**src/rtl/pll_rst_sequencer_if.sv**
```systemverilog
// Control and status bundle between the PLL/reset sequencer and the clock generator and memory-controller side.
// pll_locked is asynchronous to clk; every other signal is synchronous to the sequencer clock.
interface pll_rst_sequencer_if;
  logic       pll_locked;
  logic       restart_req;
  logic       pll_rst;
  logic       sys_rst;
  logic       ready;
  logic       fail;
  logic       lock_lost;
  logic [3:0] retry_cnt;

  modport master (
    output pll_locked, restart_req,
    input  pll_rst, sys_rst, ready, fail, lock_lost, retry_cnt
  );

  modport slave (
    input  pll_locked, restart_req,
    output pll_rst, sys_rst, ready, fail, lock_lost, retry_cnt
  );
endinterface

```
**src/rtl/pll_rst_sequencer.sv**
```systemverilog
// PLL/DCM bring-up sequencer: pulses the PLL reset, waits for a stable lock with timeout and bounded retries,
// then releases the memory-controller reset and re-sequences if lock is lost while running.
module pll_rst_sequencer #(
  parameter int unsigned RST_PULSE_CYCLES = 8,
  parameter int unsigned LOCK_TIMEOUT     = 4096,
  parameter int unsigned STABLE_CYCLES    = 256,
  parameter int unsigned MAX_RETRIES      = 3
) (
  input logic                 clk,
  input logic                 rst,
  pll_rst_sequencer_if.slave  bus
);

  localparam int unsigned MAX_AB  = (RST_PULSE_CYCLES > LOCK_TIMEOUT) ? RST_PULSE_CYCLES : LOCK_TIMEOUT;
  localparam int unsigned MAX_CNT = (MAX_AB > STABLE_CYCLES) ? MAX_AB : STABLE_CYCLES;
  localparam int          CNT_W   = $clog2(MAX_CNT);

  localparam logic [CNT_W-1:0] PULSE_LAST   = CNT_W'(RST_PULSE_CYCLES - 1);
  localparam logic [CNT_W-1:0] TIMEOUT_LAST = CNT_W'(LOCK_TIMEOUT - 1);
  localparam logic [CNT_W-1:0] STABLE_LAST  = CNT_W'(STABLE_CYCLES - 1);
  localparam logic [CNT_W-1:0] CNT_ONE      = CNT_W'(1);
  localparam logic [3:0]       RETRY_MAX    = 4'(MAX_RETRIES);

  typedef enum logic [2:0] {
    S_RESET_PLL,
    S_WAIT_LOCK,
    S_STABILIZE,
    S_RUN,
    S_FAIL
  } state_t;

  state_t           state_q, state_d;
  logic [CNT_W-1:0] cnt_q, cnt_d;
  logic [3:0]       retry_q, retry_d;
  logic             lost_d;
  logic             meta_q, lk_q;
  logic             pll_rst_q, sys_rst_q, ready_q, fail_q, lock_lost_q;

  always_comb begin
    state_d = state_q;
    cnt_d   = cnt_q;
    retry_d = retry_q;
    lost_d  = 1'b0;
    // A restart request overrides every state-local condition in the same cycle.
    if (bus.restart_req) begin
      state_d = S_RESET_PLL;
      cnt_d   = '0;
      retry_d = '0;
    end else begin
      case (state_q)
        S_RESET_PLL: begin
          if (cnt_q == PULSE_LAST) begin
            state_d = S_WAIT_LOCK;
            cnt_d   = '0;
          end else begin
            cnt_d = cnt_q + CNT_ONE;
          end
        end
        S_WAIT_LOCK: begin
          if (lk_q) begin
            state_d = S_STABILIZE;
            cnt_d   = '0;
          end else if (cnt_q == TIMEOUT_LAST) begin
            cnt_d = '0;
            if (retry_q == RETRY_MAX) begin
              state_d = S_FAIL;
            end else begin
              state_d = S_RESET_PLL;
              retry_d = retry_q + 4'd1;
            end
          end else begin
            cnt_d = cnt_q + CNT_ONE;
          end
        end
        S_STABILIZE: begin
          // A lock glitch restarts the stability window but does not count as a failed attempt.
          if (!lk_q) begin
            state_d = S_WAIT_LOCK;
            cnt_d   = '0;
          end else if (cnt_q == STABLE_LAST) begin
            state_d = S_RUN;
            cnt_d   = '0;
          end else begin
            cnt_d = cnt_q + CNT_ONE;
          end
        end
        S_RUN: begin
          if (!lk_q) begin
            state_d = S_RESET_PLL;
            cnt_d   = '0;
            retry_d = '0;
            lost_d  = 1'b1;
          end
        end
        S_FAIL: begin
          state_d = S_FAIL;
        end
        default: begin
          state_d = S_RESET_PLL;
          cnt_d   = '0;
          retry_d = '0;
        end
      endcase
    end
  end

  // Outputs are decoded from the next state so they are registered yet line up with the state register.
  always_ff @(posedge clk or posedge rst) begin
    if (rst) begin
      state_q     <= S_RESET_PLL;
      cnt_q       <= '0;
      retry_q     <= '0;
      meta_q      <= 1'b0;
      lk_q        <= 1'b0;
      pll_rst_q   <= 1'b1;
      sys_rst_q   <= 1'b1;
      ready_q     <= 1'b0;
      fail_q      <= 1'b0;
      lock_lost_q <= 1'b0;
    end else begin
      meta_q      <= bus.pll_locked;
      lk_q        <= meta_q;
      state_q     <= state_d;
      cnt_q       <= cnt_d;
      retry_q     <= retry_d;
      pll_rst_q   <= (state_d == S_RESET_PLL) || (state_d == S_FAIL);
      sys_rst_q   <= (state_d != S_RUN);
      ready_q     <= (state_d == S_RUN);
      fail_q      <= (state_d == S_FAIL);
      lock_lost_q <= lost_d;
    end
  end

  assign bus.pll_rst   = pll_rst_q;
  assign bus.sys_rst   = sys_rst_q;
  assign bus.ready     = ready_q;
  assign bus.fail      = fail_q;
  assign bus.lock_lost = lock_lost_q;
  assign bus.retry_cnt = retry_q;

endmodule

```
**src/flat_wrapper.sv**
```systemverilog
// flat-port wrapper written by rule: the top's interface ports become plain ports
module pll_rst_sequencer_flat 
#(
  parameter int unsigned RST_PULSE_CYCLES = 8,
  parameter int unsigned LOCK_TIMEOUT     = 4096,
  parameter int unsigned STABLE_CYCLES    = 256,
  parameter int unsigned MAX_RETRIES      = 3
)
  (clk, rst, bus_pll_locked, bus_restart_req, bus_pll_rst, bus_sys_rst, bus_ready, bus_fail, bus_lock_lost, bus_retry_cnt);
  pll_rst_sequencer_if bus_i ();
  input logic clk;
  input logic rst;
  input wire logic [$bits(bus_i.pll_locked)-1:0] bus_pll_locked;
  input wire logic [$bits(bus_i.restart_req)-1:0] bus_restart_req;
  output wire logic [$bits(bus_i.pll_rst)-1:0] bus_pll_rst;
  output wire logic [$bits(bus_i.sys_rst)-1:0] bus_sys_rst;
  output wire logic [$bits(bus_i.ready)-1:0] bus_ready;
  output wire logic [$bits(bus_i.fail)-1:0] bus_fail;
  output wire logic [$bits(bus_i.lock_lost)-1:0] bus_lock_lost;
  output wire logic [$bits(bus_i.retry_cnt)-1:0] bus_retry_cnt;
  assign bus_i.pll_locked = bus_pll_locked;
  assign bus_i.restart_req = bus_restart_req;
  assign bus_pll_rst = bus_i.pll_rst;
  assign bus_sys_rst = bus_i.sys_rst;
  assign bus_ready = bus_i.ready;
  assign bus_fail = bus_i.fail;
  assign bus_lock_lost = bus_i.lock_lost;
  assign bus_retry_cnt = bus_i.retry_cnt;
  pll_rst_sequencer #(.RST_PULSE_CYCLES(RST_PULSE_CYCLES), .LOCK_TIMEOUT(LOCK_TIMEOUT), .STABLE_CYCLES(STABLE_CYCLES), .MAX_RETRIES(MAX_RETRIES)) u_core (.clk(clk), .rst(rst), .bus(bus_i));
endmodule
```
**config.mk**
```make
export PLATFORM = sky130hd
export DESIGN_NAME = pll_rst_sequencer_flat
export DESIGN_NICKNAME = d
export VERILOG_FILES = /design/src/rtl/pll_rst_sequencer_if.sv /design/src/rtl/pll_rst_sequencer.sv /design/src/flat_wrapper.sv
export SDC_FILE = /design/constraint.sdc
export NUM_CORES = 1
export LEC_CHECK = 0
export ABC_AREA = 1
export CORE_MARGIN = 2
export CORE_UTILIZATION = 50
export DETAILED_ROUTE_END_ITERATION = 6
export GPL_ROUTABILITY_DRIVEN = 0
export PLACE_DENSITY = 0.71
export SETUP_SLACK_MARGIN = 0.3
export SLEW_MARGIN = 20
export SYNTH_ARGS = -nofsm -noshare
export SYNTH_HDL_FRONTEND = slang
export SYNTH_SLANG_ARGS = --single-unit
```
**constraint.sdc**
```tcl
create_clock -name clk -period 1.85 [get_ports clk]
set_input_delay 0.555 -clock clk [delete_from_list [all_inputs] [get_ports clk]]
set_output_delay 0.555 -clock clk [all_outputs]
set_load 0.005 [all_outputs]
```
==> metrics list <==
- Among all flip-flop cells after synthesis, the most frequent one is sky130_fd_sc_hd__dfrtp_1.
- Largest fanout of any net on the critical path: 7
- Vias in the first global route: around 1400
- Across the routed clock network, the largest skew measured is roughly 0.0014 ns.
- The analysis attributes to cell leakage a power of 0.9707 nW.
- Across every metal layer, demand over resource in global routing totals a little under a quarter.
- The cell area that synthesis handed to floorplanning was 1493 um2.
- Final Slew Violations: 0
* Worst endpoint required time: between 2 and 2.5 ns
- Delay of the slowest cell on the worst path: roughly 0.42 ns
- Top cells by area in the synthesized netlist: sky130_fd_sc_hd__dfrtp_1, sky130_fd_sc_hd__nand2_1, sky130_fd_sc_hd__inv_1
* Crit. End Element: register
- The signal on the critical path passes through ha_4 > nand2_4 > nor2_4 > buf_6 > nand3_2 > nand2_4 > nand3_4 > a21oi_4 > nor2_1.
- Share of post-route cells with drive strength above 1: 29.49%
- Counting every instance in the synthesized netlist gives around 200.
- Clock tree synthesis found a total of 26 sinks.
- In the post-route analysis, the smallest setup slack over all paths is approximately 0.25 ns.
- Clock latency on the worst-skew pair, taken at its later pin, is approximately 0.32 ns.
* Kind of start point of the critical path: register
- Power Dens Cells: slightly below 500 nW/um2
* Outcome: complete, no violations
* Transition at the pin with the smallest max-transition slack: slightly below 0.6 ns
- Period Utilization, post-route: between 80% and 90%
- The area growth from synthesis to layout is 30.76%.
- Cell accounting for the most synthesized area: sky130_fd_sc_hd__dfrtp_1
- Before antenna repair, the detailed router went through 4 iterations.
- Of all flip-flops after synthesis, the portion carrying an async set or reset was between 90% and 100%.
- First-pass GRT wire length: 6058 um
- After legalization and detailed placement, the total HPWL measured approximately 2400 um.
- For this run, design rule violations remaining after detail routing come to 0.
- Syn avg cell area: 7.501 um2
- The worst pin sits at a relative slew slack of between 60% and 70%.
- In the final routed layout, each cell accounts on average for 13.52 um.
- After clock tree synthesis, the clock-pin slew on the worst setup and hold paths is between 0.1 and 0.15 ns.
- After synthesis, the netlist uses 31 different library cells.
- The die covers roughly 3400 um2.
- WHS: 0.3762 ns
* Number of buffers added by the clock tree synthesis step: 3
- Post-Route WL: 3583 um
* Congestion Overflow GR: 0
* DR iter-0 viols: 85
- Final count of hold timing violations: 0
- Deepest clock path buffer count: 2
- Count of max-cap constraint violations: 0
* Pre-CTS WS: around 0.035 ns
* Count of port buffers added during placement: 12
* Total of fill cells in the finished design: between 200 and 250
- In this run, synthesis inferred 0 flip-flops with an integrated enable.
- Placeable core region: approximately 2800 um2
- Counting flops and latches in the post-synthesis netlist gives 26.
- Horiz. Die Dim: just under 60 um
- Counting every net in the synthesized netlist gives 205.
* # rows: 19
* Synth top area share: between 40% and 50%
* Top cell types by occurrence after synthesis: sky130_fd_sc_hd__nand2_1, sky130_fd_sc_hd__inv_1, sky130_fd_sc_hd__nor2_1
* Total number of vias: ~1500
* Most prevalent standard cell on the critical path: sky130_fd_sc_hd__nand2_4
- After detailed routing, the number of vias per cell comes to roughly 5.6.
* IO Pins: 13
* Sequential share of the synthesized area: a little over two fifths
- Maximum number of pins on one net before global-route repair: 27
* Family with the most delay on the worst path: simple AND/OR/NAND/NOR gates
* Layout Nets: around 240
- The tree is rooted in a sky130_fd_sc_hd__clkbuf_4.
- DRT antenna net count: 0
- Count of buffer and inverter cells on the critical path: 1
- STA puts the critical path data arrival time at around 1.8 ns.
- Highest achievable clock rate: approximately 620 MHz
- Setup TNS Final: 0 ns
* H-Tree Depth: 1
- IR analysis of the VDD net gives a maximum drop of 488.8 uV.
- The largest individual stage delay along the critical path comes from the cell sky130_fd_sc_hd__dfrtp_1.
- Startpoint-to-endpoint class of the critical path: register to register
- For this configuration, the core starts out at a cell density of 53.21%.
- The design draws around 0.95 mW.
- Yosys printed 0 warnings.
* Vertical die dimension: 58.64 um
- For the finished layout, the period the worst path requires is between 1.5 and 2 ns.
- The initial antenna violation count came to 0.
- By instance count, the leading cell after synthesis is sky130_fd_sc_hd__nand2_1.
- Setup repair after global routing could not meet its margin everywhere.
- 0 antenna diodes ended up in the layout.
- TritonCTS built the clock tree.
* Hold Crit Class: register to register
- Setup violations remaining at the end of the flow were counted as 0.
[through the flow]
stage	util (%)	instances	instance area [um2]
floorplan	-	199	1494
global placement	59.90	245	1680
detailed placement	59.90	245	1680
CTS	65.83	261	1847
global route	69.58	265	1952
finish	69.58	265	1952
[state kept, by name, summed over array words and instances (netlist names)]
register,count
u_core.state_q,3
u_core.meta_q,1
u_core.lk_q,1
u_core.bus.fail,1
u_core.bus.ready,1
u_core.bus.retry_cnt,4
u_core.bus.lock_lost,1
u_core.bus.pll_rst,1
u_core.bus.sys_rst,1
u_core.cnt_q,12
[final timing paths]
kind                                 startpoint            endpoint  slack (ns)  cells after the start
min in group asynchronous                   rst     u_core.cnt_q[0]        0.57                      3
max in group asynchronous                   rst  u_core.bus.sys_rst        0.99                      3
worst min-delay path              u_core.meta_q         u_core.lk_q        0.38                      0
worst max-delay path            u_core.cnt_q[0]    u_core.cnt_q[10]        0.25                      9
worst max register to register  u_core.cnt_q[0]    u_core.cnt_q[10]        0.25                      9
worst min register to register    u_core.meta_q         u_core.lk_q        0.38                      0
[cell type report]
class	count	area [um2]	area share (%)
Inverter	28	105.1	5.385
Timing Repair Buffer	33	267.8	13.72
Tap cell	31	38.79	1.987
Clock buffer	4	36.28	1.859
Sequential cell	26	659.4	33.78
Multi-Input combinational cell	143	844.6	43.27
[layout by cell type, fill, tap and decap left out, types with 4 or more instances in the layout]
| cell type | Yosys | layout |
|---|---|---|
| sky130_fd_sc_hd__dfrtp_1 | 24 | 19 |
| sky130_fd_sc_hd__nor2_4 | 1 | 5 |
| sky130_fd_sc_hd__buf_4 | 0 | 19 |
| sky130_fd_sc_hd__nand3_1 | 19 | 15 |
| sky130_fd_sc_hd__nand2_1 | 54 | 48 |
| sky130_fd_sc_hd__nor2_1 | 26 | 21 |
| sky130_fd_sc_hd__nand2_2 | 4 | 7 |
| sky130_fd_sc_hd__inv_1 | 26 | 25 |
| sky130_fd_sc_hd__clkdlybuf4s15_1 | 0 | 4 |
| sky130_fd_sc_hd__dfrtp_2 | 0 | 5 |
| sky130_fd_sc_hd__nand4_1 | 4 | 4 |
| sky130_fd_sc_hd__nand2_4 | 1 | 4 |
| sky130_fd_sc_hd__o21ai_1 | 5 | 5 |
[power by group]
| part | switching [mW] | leakage (nW) | total [mW] | internal (mW) |
|---|---|---|---|---|
| Combinational | 0.0439 | 0.608 | 0.0784 | 0.0345 |
| Clock | 0.163 | 0.0210 | 0.283 | 0.120 |
| Sequential | 0.0128 | 0.342 | 0.591 | 0.578 |
[worst register-to-register path: stages, from the launching register on]
cell and delay (ns):
sky130_fd_sc_hd__dfrtp_1 0.42, sky130_fd_sc_hd__ha_4 0.17, sky130_fd_sc_hd__nand2_4 0.06, sky130_fd_sc_hd__nor2_4 0.14, sky130_fd_sc_hd__buf_6 0.12, sky130_fd_sc_hd__nand3_2 0.09
sky130_fd_sc_hd__nand2_4 0.10, sky130_fd_sc_hd__nand3_4 0.09, sky130_fd_sc_hd__a21oi_4 0.24, sky130_fd_sc_hd__nor2_1 0.08
[logic make-up after synthesis]
group	share of synthesized area (%)
fa+ha+maj	1.676
compound gates	7.712
simple gates	36.88
xor+xnor	2.347
buf+inv	7.627
flops	43.76
[per-layer routing]
metal	wire, um	part of all wire (%)	vias up	GRT usage, %
li1	-	-	702	-
met1	1486	41	721	30.14
met2	1871	52	44	38.84
met3	130	3.6	11	2.418
met4	94	2.6	0	9.091
met5	0	0	-	0
[what timing repair did]
action,in CTS,in global routing
pin swaps,9,10
hold endpoints to repair,0,0
cloned,0,0
resized for setup,28,28
hold buffers,0,0
setup buffers,12,4
setup endpoints to repair,24,27
Power figures use the tool's default switching activity.
